==> src/rtl/bcd_stopwatch_ctrl.sv <==
// Stopwatch controller: debounced start/stop and lap/reset buttons drive a
// 4-digit BCD hundredths counter with a lap snapshot for the 7-segment stage.
module bcd_stopwatch_ctrl #(
    parameter int TICK_DIV  = 500000,
    parameter int DB_CYCLES = 500000
) (
    input  logic        clock_50Mhz,
    input  logic        reset,
    input  logic        btn_start_stop,
    input  logic        btn_lap_reset,
    output logic [15:0] bcd_out,
    output logic        running,
    output logic        lap_active,
    output logic        wrap
);

    localparam int PW = (TICK_DIV  > 2) ? $clog2(TICK_DIV)  : 1;
    localparam int DW = (DB_CYCLES > 2) ? $clog2(DB_CYCLES) : 1;

    typedef enum logic [1:0] {
        ST_IDLE,
        ST_RUN,
        ST_PAUSE
    } state_t;

    logic [1:0] btn_raw;
    logic [1:0] press;

    assign btn_raw = {btn_lap_reset, btn_start_stop};

    // Index 0 is start/stop, index 1 is lap/reset.
    generate
        for (genvar gi = 0; gi < 2; gi++) begin : g_btn
            logic          sync1_reg;
            logic          sync2_reg;
            logic          db_state_reg;
            logic          db_prev_reg;
            logic [DW-1:0] db_cnt_reg;

            always_ff @(posedge clock_50Mhz or negedge reset) begin
                if (!reset) begin
                    sync1_reg    <= 1'b1;
                    sync2_reg    <= 1'b1;
                    db_state_reg <= 1'b1;
                    db_prev_reg  <= 1'b1;
                    db_cnt_reg   <= '0;
                end else begin
                    sync1_reg   <= btn_raw[gi];
                    sync2_reg   <= sync1_reg;
                    db_prev_reg <= db_state_reg;
                    if (sync2_reg == db_state_reg) begin
                        db_cnt_reg <= '0;
                    end else if (db_cnt_reg == DW'(DB_CYCLES - 1)) begin
                        db_state_reg <= sync2_reg;
                        db_cnt_reg   <= '0;
                    end else begin
                        db_cnt_reg <= db_cnt_reg + DW'(1);
                    end
                end
            end

            assign press[gi] = db_prev_reg & ~db_state_reg;
        end
    endgenerate

    state_t        state_reg;
    logic [PW-1:0] presc_reg;
    logic [15:0]   count_reg;
    logic [15:0]   count_next;
    logic [15:0]   snap_reg;
    logic          lap_reg;
    logic          running_reg;
    logic          wrap_reg;
    logic          tick;

    assign tick = (state_reg == ST_RUN) && (presc_reg == PW'(TICK_DIV - 1));

    // Ripple the tick through the digits; a carry only survives a digit at 9.
    always_comb begin
        logic carry;
        count_next = count_reg;
        carry      = tick;
        for (int i = 0; i < 4; i++) begin
            if (carry) begin
                if (count_reg[4*i +: 4] == 4'd9) begin
                    count_next[4*i +: 4] = 4'd0;
                end else begin
                    count_next[4*i +: 4] = count_reg[4*i +: 4] + 4'd1;
                    carry                = 1'b0;
                end
            end
        end
    end

    always_ff @(posedge clock_50Mhz or negedge reset) begin
        if (!reset) begin
            state_reg   <= ST_IDLE;
            presc_reg   <= '0;
            count_reg   <= '0;
            snap_reg    <= '0;
            lap_reg     <= 1'b0;
            running_reg <= 1'b0;
            wrap_reg    <= 1'b0;
        end else begin
            wrap_reg <= tick && (count_reg == 16'h9999);

            // The tick is judged on the current state, so it still lands on a RUN->PAUSE edge.
            if (state_reg == ST_RUN) begin
                presc_reg <= tick ? '0 : presc_reg + PW'(1);
                count_reg <= count_next;
            end

            if (press[0]) begin
                case (state_reg)
                    ST_IDLE: begin
                        state_reg   <= ST_RUN;
                        running_reg <= 1'b1;
                        presc_reg   <= '0;
                    end
                    ST_RUN: begin
                        state_reg   <= ST_PAUSE;
                        running_reg <= 1'b0;
                    end
                    ST_PAUSE: begin
                        state_reg   <= ST_RUN;
                        running_reg <= 1'b1;
                    end
                    default: begin
                        state_reg   <= ST_IDLE;
                        running_reg <= 1'b0;
                    end
                endcase
            end else if (press[1]) begin
                case (state_reg)
                    ST_RUN: begin
                        lap_reg <= ~lap_reg;
                        if (!lap_reg) begin
                            snap_reg <= count_reg;
                        end
                    end
                    ST_PAUSE: begin
                        count_reg <= '0;
                        snap_reg  <= '0;
                        lap_reg   <= 1'b0;
                        state_reg <= ST_IDLE;
                    end
                    default: begin
                        lap_reg <= lap_reg;
                    end
                endcase
            end
        end
    end

    assign bcd_out    = lap_reg ? snap_reg : count_reg;
    assign running    = running_reg;
    assign lap_active = lap_reg;
    assign wrap       = wrap_reg;

endmodule

==> config.mk <==
export PLATFORM = sky130hd
export DESIGN_NAME = bcd_stopwatch_ctrl
export DESIGN_NICKNAME = d
export VERILOG_FILES = /design/src/rtl/bcd_stopwatch_ctrl.sv
export SDC_FILE = /design/constraint.sdc
export NUM_CORES = 1
export LEC_CHECK = 0
export ABC_AREA = 1
export CAP_MARGIN = 20
export CORE_MARGIN = 4
export CORE_UTILIZATION = 58
export CTS_CLUSTER_DIAMETER = 80
export DETAILED_ROUTE_END_ITERATION = 7
export PLACE_DENSITY = 0.86
export SLEW_MARGIN = 20
export SYNTH_ARGS = -nofsm -noshare
export SYNTH_HDL_FRONTEND = slang
export SYNTH_SLANG_ARGS = --single-unit
==> constraint.sdc <==
create_clock -name clock_50Mhz -period 2.95 [get_ports clock_50Mhz]
set_input_delay 0.7375 -clock clock_50Mhz [delete_from_list [all_inputs] [get_ports clock_50Mhz]]
set_output_delay 0.7375 -clock clock_50Mhz [all_outputs]
set_load 0.005 [all_outputs]
==> flow_metrics.py, run 1 <==
metrics = {
    "critical_path": {
        "cp-end-kind": "primary output",
        "r2r_end": "snap_reg[5]",
        "start_kind": "register",
        "cp_max_fo": 18,
        "worst-r2r-cell-count": 6,
        "cp.required_ns": 2.21,
        "arrival_ns": 1.96,
        "regToRegStartpoint": "state_reg[0]",
        "r2r_setup_slack_ns": 0.75,
        "critPathKind": "reg2out",
    },
    "die": {
        "rows": 35,
        "die_h_um": 106,
        "die_area_mm2": 0.0112,
        "io_pins": 23,
        "die_x_um": 106,
        "core_mm2": 0.00928,
        "initial_core_util_pct": 60.0,
    },
    "detailed_routing": {
        "num_vias": 4657,
        "drc": 0,
        "via_per_inst": 5.44,
        "drt-wirelength-per-cell_um": 13.1,
        "drtIter0Drc": 262,
        "ant_nets": 0,
        "drt_wl_total_mm": 11.2,
        "dr.pass1.iters": 5,
    },
    "grt": {
        "grt_pass1_vias": 4600,
        "overflow": 0,
        "antenna_found_initial": 0,
        "grt_max_degree": 44,
        "grt_pass1_wl_mm": 20.2,
        "grtUsageTotal_pct": 21.5,
    },
    "place": {
        "hpwlAfterDp_mm": 8.34,
        "port_buffers": 22,
        "gp_congestion": 0.899,
    },
    "clock_tree": {
        "hold_buffers": 0,
        "cts_root_buf": "clkbuf_8",
        "cts_resized": 0,
        "cts_setup_buffers": 0,
        "clk_path_buf_depth": 2,
        "numCtsBuffers": 9,
        "clk_latency_ns": 0.36,
        "cts_tree": "built",
        "cts_sinks": 102,
        "path_clk_slew_ns": 0.10,
        "h-tree-depth": 3,
    },
    "yosys": {
        "syn_nets": 705,
        "syn-instance-count": 694,
        "synth-edff-count": 0,
        "synth.distinct_cells": 46,
        "ys_ff_latch": 102,
        "synth-seq-area-share_pct": 46.0,
        "avgSynthCellArea_um2": 8.03,
        "yosysWarnings": 0,
        "synthFlopType": "dfrtp_1",
        "synth_area_mm2": 0.00557,
        "async_flop_share_pct": 100,
    },
    "sta": {
        "period_needed_ns": 2.69,
        "whs_ns": 0.341,
        "rsz0062_at_grt": "false",
        "setup_viol": 0,
        "finClkSkew_ns": 0.00924,
        "maxSlewHeadroom_pct": 63.5,
        "fmax_ghz": 0.371,
        "period_share_pct": 91.3,
        "hold_viol": 0,
        "tightestPinTransition_ns": 0.546,
        "drv_slew": 0,
        "fin_setup_tns_ns": 0,
    },
    "cells_and_area": {
        "fillCellCount": 756,
        "syn2layout_area_growth_pct": 10.0,
        "antennaDiodeCount": 0,
        "largest_reg_flops": 38,
        "final_cell_mix": "nand2_1, inv_1, dfrtp_1",
        "layout-drive-gt1-share_pct": 11.8,
        "final_common_cell": "nand2_1",
        "nNetsFinal": 733,
    },
    "power_and_ir_drop": {
        "p_clk_share_pct": 35.0,
        "p_sw_share_pct": 22.9,
        "p_switching_uw": 522,
        "p_int_uw": 1750,
        "total_power_uw": 2280,
        "p_comb_share_pct": 2.8,
        "p_leak_uw": 0.00290,
        "seq_power_share_pct": 62.2,
        "powerDensity_mw_per_mm2": 371,
        "irDropWorstVdd_mv": 0.311,
    },
    "status": {
        "status": "completed",
    },
    "min_path": {
        "hold_path_class": "in2async",
    },
    "job": {
        "cap_violations": 0,
    },
}
## cell families (layout without fill, tap and decap cells)
kind of cell | after synthesis | after routing | share of synthesized area [%]
muxes | 1 | 1 | 0.202
and+or+nand+nor | 337 | 337 | 30.8
DFF | 102 | 102 | 46.0
adders and majority gates | 7 | 7 | 1.57
xor gates and xnor gates | 19 | 19 | 2.99
AOI/OAI and AO/OA | 96 | 96 | 9.49
buffers and inverters | 132 | 165 | 8.93
## metal layers
layer  GRT usage [%]  share of wire, %
met5               0                 0
met4            5.00               1.8
met3            4.55               4.0
met2            38.1                50
met1            27.2                44
## power groups by stage
stage	clock network, uW	logic, uW	registers [uW]
floorplan	0	23.3	1440
global placement	0	63.8	1440
detailed placement	0	65.9	1440
CTS	822	65.9	1420
global route	889	76.0	1420
finish	797	63.4	1420
## how the worst max path moves through the flow
stage	cells after the start	end	startpoint
3_3_place_gp	4	bcd_out[12]	lap_active
5_1_grt	5	bcd_out[8]	lap_active
3_5_place_dp	5	bcd_out[6]	lap_active
2_1_floorplan	5	bcd_out[6]	lap_active
6_report	5	bcd_out[6]	lap_active
4_1_cts	5	bcd_out[6]	lap_active
## layout make-up
class / count / area, um^2 / share of cell area (%)
multi-input cells: 460 / 2510 / 41.0
clock buffers: 11 / 141 / 2.31
inverters: 124 / 465 / 7.59
flip-flops and latches: 102 / 2560 / 41.8
clock inverters: 5 / 35.0 / 0.571
well taps: 129 / 161 / 2.63
repair buffers: 25 / 253 / 4.12
## per-stage QoR
stage	worst slack [ns]	cells	util (%)	area (um^2)
floorplan	1.15	694	-	5570
global placement	0.692	840	64.2	5960
detailed placement	0.639	840	64.2	5960
CTS	0.234	856	66.1	6130
global route	0.00645	856	66.1	6130
finish	0.255	856	66.1	6130
## Yosys cell counts (2+ instances only)
master	n	area share (%)
a211oi_1	2	0.27
a21oi_1	31	2.8
a31oi_1	2	0.22
and3_1	2	0.22
buf_2	2	0.18
clkbuf_1	6	0.40
dfrtp_1	94	42
dfstp_2	8	3.8
ha_1	7	1.6
inv_1	106	7.1
inv_2	17	1.1
nand2_1	121	8.1
nand2_2	4	0.45
nand3_1	29	2.6
nand3_2	6	1.1
nand4_1	24	2.7
nand4_2	2	0.45
nor2_1	86	5.8
nor2_2	5	0.56
nor2_4	7	1.4
nor3_1	26	2.3
nor3_2	3	0.54
nor3_4	7	2.0
nor3b_1	2	0.27
nor4_1	3	0.34
o21a_1	2	0.27
o21ai_0	35	3.1
o22ai_1	18	2.0
or2_2	3	0.34
xnor2_1	2	0.31
xor2_1	17	2.7
## worst max-delay path: stages (launching register included)
cell and delay (ns):
dfrtp_1 0.61, buf_4 0.28, nand2_1 0.06, o21ai_0 0.13
inv_1 0.07, clkdlybuf4s50_1 0.45
Power figures use the tool's default switching activity.
==> run 2: changes to the inputs <==
- SETUP_SLACK_MARGIN: not set -> 0.5
==> flow_metrics.py, run 2 (same netlist as run 1, synthesis figures left out) <==
metrics = {
    "status": {
        "status": "completed",
    },
    "grt": {
        "grt_pass1_vias": 4608,
        "grtUsageMet2_pct": 38.1,
        "overflow": 0,
        "grt_max_degree": 44,
        "grt_pass1_wl_mm": 20.2,
        "use_met1_pct": 27.2,
        "grtUsageTotal_pct": 21.6,
        "antenna_found_initial": 0,
        "grt_use_met3_pct": 4.55,
        "top_usage_layer": "met2",
    },
    "cells_and_area": {
        "fillCellCount": 750,
        "fin_area_mm2": 0.00619,
        "layout-drive-gt1-share_pct": 12.6,
        "largest_reg_flops": 38,
        "final_common_cell": "nand2_1",
        "syn2layout_area_growth_pct": 11.0,
        "layout.cells.non_filler": 859,
        "nNetsFinal": 736,
        "multi_input_area_mm2": 0.00252,
        "antennaDiodeCount": 0,
        "final_cell_mix": "nand2_1, inv_1, dfrtp_1",
        "seq_area_mm2": 0.00256,
    },
    "clock_tree": {
        "h-tree-depth": 3,
        "numCtsBuffers": 9,
        "cts_tree": "built",
        "cts_sinks": 102,
        "clk_path_buf_depth": 2,
        "clk_latency_ns": 0.36,
        "hold_buffers": 0,
        "path_clk_slew_ns": 0.10,
        "cts_root_buf": "clkbuf_8",
    },
    "detailed_routing": {
        "drc": 0,
        "drt_wl_total_mm": 11.2,
        "drtIter0Drc": 290,
        "ant_nets": 0,
        "via_per_inst": 5.44,
        "num_vias": 4677,
        "dr.pass1.iters": 5,
        "drt-wirelength-per-cell_um": 13.1,
    },
    "die": {
        "die_area_mm2": 0.0112,
        "die_h_um": 106,
        "die_x_um": 106,
        "io_pins": 23,
        "initial_core_util_pct": 60.0,
        "core_mm2": 0.00928,
        "rows": 35,
    },
    "critical_path": {
        "critPathKind": "reg2out",
        "cp.required_ns": 2.21,
        "cp_max_fo": 18,
        "arrival_ns": 1.68,
        "crit_chain": "buf_8 -> nand2_1 -> o21ai_1 -> inv_1 -> clkdlybuf4s50_1",
        "cp-end-kind": "primary output",
        "cpLargestDelayFamily": "buffers and inverters",
        "worst_path_max_delay_cell": "clkdlybuf4s50_1",
        "start_kind": "register",
        "r2r_setup_slack_ns": 0.73,
        "path_buf_inv": 3,
        "slowest_delay_ns": 0.49,
    },
    "place": {
        "dpl_cell_area_mm2": 0.00596,
        "dp.cells": 840,
        "gp_congestion": 0.899,
        "hpwlAfterDp_mm": 8.34,
        "port_buffers": 22,
        "dp_slack_ns": 0.639,
    },
    "sta": {
        "rsz0062_at_grt": "true",
        "drv_slew": 0,
        "fmax_ghz": 0.414,
        "setup_viol": 0,
        "period_needed_ns": 2.42,
        "hold_viol": 0,
        "maxSlewHeadroom_pct": 63.3,
        "fin_setup_tns_ns": 0,
        "period_share_pct": 81.9,
        "layout_setup_ws_ns": 0.534,
        "finClkSkew_ns": 0.00921,
        "tightestPinTransition_ns": 0.549,
    },
    "job": {
        "cap_violations": 0,
    },
    "power_and_ir_drop": {
        "p_leak_uw": 0.00303,
        "irDropWorstVdd_mv": 0.311,
        "powerDensity_mw_per_mm2": 368,
        "total_power_uw": 2280,
    },
    "min_path": {
        "hold_path_class": "in2async",
    },
}
[run 2: cell types whose count changed in the layout (fill, tap and decap cells not counted), moves of 2 or more]
cell / before / now
clkdlybuf4s50_1: 21 / 15
dlymetal6s2s_1: 0 / 6
o21ai_0: 35 / 19
o21ai_1: 1 / 15
o21ai_2: 0 / 2
[run 2: layer usage]
| layer | vias to the layer above | part of all wire [%] |
|---|---|---|
| li1 | 2315 | - |
| met1 | 2207 | 44 |
| met2 | 127 | 50 |
| met3 | 28 | 4.4 |
| met4 | 0 | 2.0 |
| met5 | - | 0 |
[run 2: where the power goes]
| part | total (uW) | switching (uW) | internal [uW] | leakage (uW) |
|---|---|---|---|---|
| Clock | 797 | 467 | 330 | 0.0000893 |
| Combinational | 63.2 | 47.5 | 15.6 | 0.00155 |
| Sequential | 1420 | 8.39 | 1410 | 0.00139 |
[run 2: layout make-up]
type | count | share of cell area, %
Sequential cell | 102 | 41.4
Multi-Input combinational cell | 460 | 40.7
Inverter | 124 | 7.52
Timing Repair Buffer | 28 | 4.87
Tap cell | 129 | 2.61
Clock buffer | 11 | 2.28
Clock inverter | 5 | 0.566
[run 2: repair_timing]
action                     4_1_cts  5_1_grt
setup endpoints to repair       17       16
gates resized for setup          6       22
setup buffers                    2        1
[run 2: worst paths after layout]
check | startpoint | to | depth (start not counted)
worst max-delay path | lap_active | bcd_out[6] | 5
worst min-delay path | reset | snap_reg[2] | 1
worst max register to register | state_reg[0] | snap_reg[6] | 6
worst min register to register | g_btn[1].sync1_reg | g_btn[1].sync2_reg | 0
max in group asynchronous | reset | g_btn[1].db_prev_reg | 2
min in group clock_50Mhz | g_btn[1].sync1_reg | g_btn[1].sync2_reg | 0
[run 2: per-stage QoR]
stage | util (%) | hold WS [ns]
global placement | 64.2 | 0.346
global route | 66.7 | 0.364
finish | 66.7 | 0.343
detailed placement | 64.2 | 0.348
floorplan | - | 0.345
CTS | 66.3 | 0.356
==> run 3: changes to the inputs <==
- CORE_UTILIZATION: 58 -> 55
- PLACE_DENSITY: 0.86 -> 0.85
- clock period: 2.95 -> 2.2 ns (I/O delays scaled with it)
==> flow_metrics.py, run 3 (same netlist as run 1, synthesis figures left out) <==
metrics = {
    "clock_tree": {
        "cts_sinks": 102,
        "path_clk_slew_ns": 0.12,
        "h-tree-depth": 3,
        "clk_latency_ns": 0.39,
        "cts_root_buf": "clkbuf_8",
        "hold_buffers": 0,
        "clk_path_buf_depth": 2,
        "cts_tree": "built",
        "numCtsBuffers": 9,
    },
    "job": {
        "cap_violations": 0,
    },
    "cells_and_area": {
        "final_cell_mix": "nand2_1, inv_1, dfrtp_1",
        "antennaDiodeCount": 0,
        "layout-drive-gt1-share_pct": 33.7,
        "nNetsFinal": 818,
        "syn2layout_area_growth_pct": 33.8,
        "largest_reg_flops": 38,
        "fillCellCount": 580,
    },
    "critical_path": {
        "worst_path_max_delay_cell": "dfrtp_2",
        "arrival_ns": 1.68,
        "slowest_delay_ns": 0.50,
        "start_kind": "register",
        "crit_chain": "clkbuf_16 -> buf_8 -> buf_6 -> o21ai_2 -> inv_1 -> buf_2",
        "critPathKind": "reg2out",
        "cp.required_ns": 1.65,
        "cp-end-kind": "primary output",
        "cp_max_fo": 4,
    },
    "sta": {
        "fin_setup_tns_ns": -0.0259,
        "finClkSkew_ns": 0.0288,
        "maxSlewHeadroom_pct": 63.2,
        "period_needed_ns": 2.23,
        "layout_setup_ws_ns": -0.0259,
        "hold_viol": 0,
        "fmax_ghz": 0.449,
        "drv_slew": 0,
        "tightestPinTransition_ns": 0.552,
        "period_share_pct": 101,
        "rsz0062_at_grt": "true",
        "setup_viol": 1,
    },
    "die": {
        "die_h_um": 109,
        "core_mm2": 0.00982,
        "die_x_um": 109,
        "rows": 36,
        "die_area_mm2": 0.0118,
        "io_pins": 23,
        "initial_core_util_pct": 56.8,
    },
    "detailed_routing": {
        "drt-wirelength-per-cell_um": 17.5,
        "via_per_inst": 5.94,
        "drc": 0,
        "drt_wl_total_mm": 16.6,
        "num_vias": 5612,
        "dr.pass1.iters": 5,
        "drtIter0Drc": 537,
        "ant_nets": 0,
    },
    "power_and_ir_drop": {
        "p_leak_uw": 0.00357,
        "powerDensity_mw_per_mm2": 460,
        "irDropWorstVdd_mv": 0.317,
    },
    "min_path": {
        "hold_path_class": "in2async",
    },
    "grt": {
        "grt_pass1_wl_mm": 22.8,
        "grt_pass1_vias": 5098,
        "overflow": 0,
        "antenna_found_initial": 0,
        "grt_max_degree": 103,
        "grtUsageTotal_pct": 23.6,
    },
    "status": {
        "status": "complete, but fails checks",
        "violations": "negative setup slack",
    },
    "place": {
        "port_buffers": 22,
        "hpwlAfterDp_mm": 8.28,
        "dp_slack_ns": 0.241,
        "gp_congestion": 0.996,
    },
}
run 3: cell count changes in the layout (fill, tap and decap cells not counted), moves of 12 or more:
cell,change
buf_4,+63
nand2_1,-21
buf_2,+14
clkdlybuf4s50_1,-13
o21ai_1,-13
nand2_4,+12
run 3: layer usage:
layer | track usage, % | wire, um | part of all wire, % | vias up
li1 | - | - | - | 2485
met1 | 29.3 | 6080 | 37 | 2652
met2 | 41.5 | 8420 | 51 | 374
met3 | 3.79 | 1270 | 7.6 | 101
met4 | 8.84 | 799 | 4.8 | 0
met5 | 0 | 0 | 0 | -
run 3: layout make-up:
class                   count  area, um^2  area share (%)
repair inverters            1        6.26          0.0839
well taps                 133         166            2.23
clock buffers              11         131            1.76
clock inverters             5         106            1.43
flip-flops and latches    102        2570            34.5
repair buffers            109         957            12.8
multi-input cells         460        3040            40.7
inverters                 124         482            6.46
run 3: per-stage QoR:
step	total power [uW]	hold slack (ns)	cells	utilization, %	instance area [um^2]
floorplan	1970	0.254	694	-	5570
global placement	2020	0.346	846	61.0	5990
detailed placement	2020	0.348	846	61.0	5990
CTS	3410	0.258	895	67.2	6590
global route	3540	0.224	945	75.9	7460
finish	3430	0.190	945	75.9	7460
run 3: final timing paths:
path	cells after the start	start	slack, ns	end
worst max-delay path	6	lap_active	-0.03	bcd_out[2]
worst min-delay path	2	reset	0.19	snap_reg[0]
worst max register to register	10	presc_reg[1]	0.37	presc_reg[8]
worst min register to register	0	g_btn[0].sync1_reg	0.37	g_btn[0].sync2_reg
max in group asynchronous	2	reset	1.53	g_btn[0].db_cnt_reg[5]
min in group clock_50Mhz	0	g_btn[0].sync1_reg	0.37	g_btn[0].sync2_reg
run 3: critical path: cells and delay by family (launching register included):
family                 cells  cell delay (ns)
AO/OA/AOI/OAI              1             0.15
buffers and inverters      5             0.63
flip-flops                 1             0.50
run 3: timing repair:
| item | in CTS | in global routing |
|---|---|---|
| buffers inserted | 31 | 49 |
| endpoints found under the setup margin | 67 | 86 |
| gates cloned | 2 | 1 |
| hold endpoints to repair | 0 | 0 |
| pin swaps | 12 | 51 |
| gates resized for setup | 110 | 134 |
run 3: power breakdown:
group,internal (uW),switching [uW],total [uW]
combinational,36.2,71.2,107
sequential,1890,15.7,1910
clock,761,656,1420
total,2690,742,3430
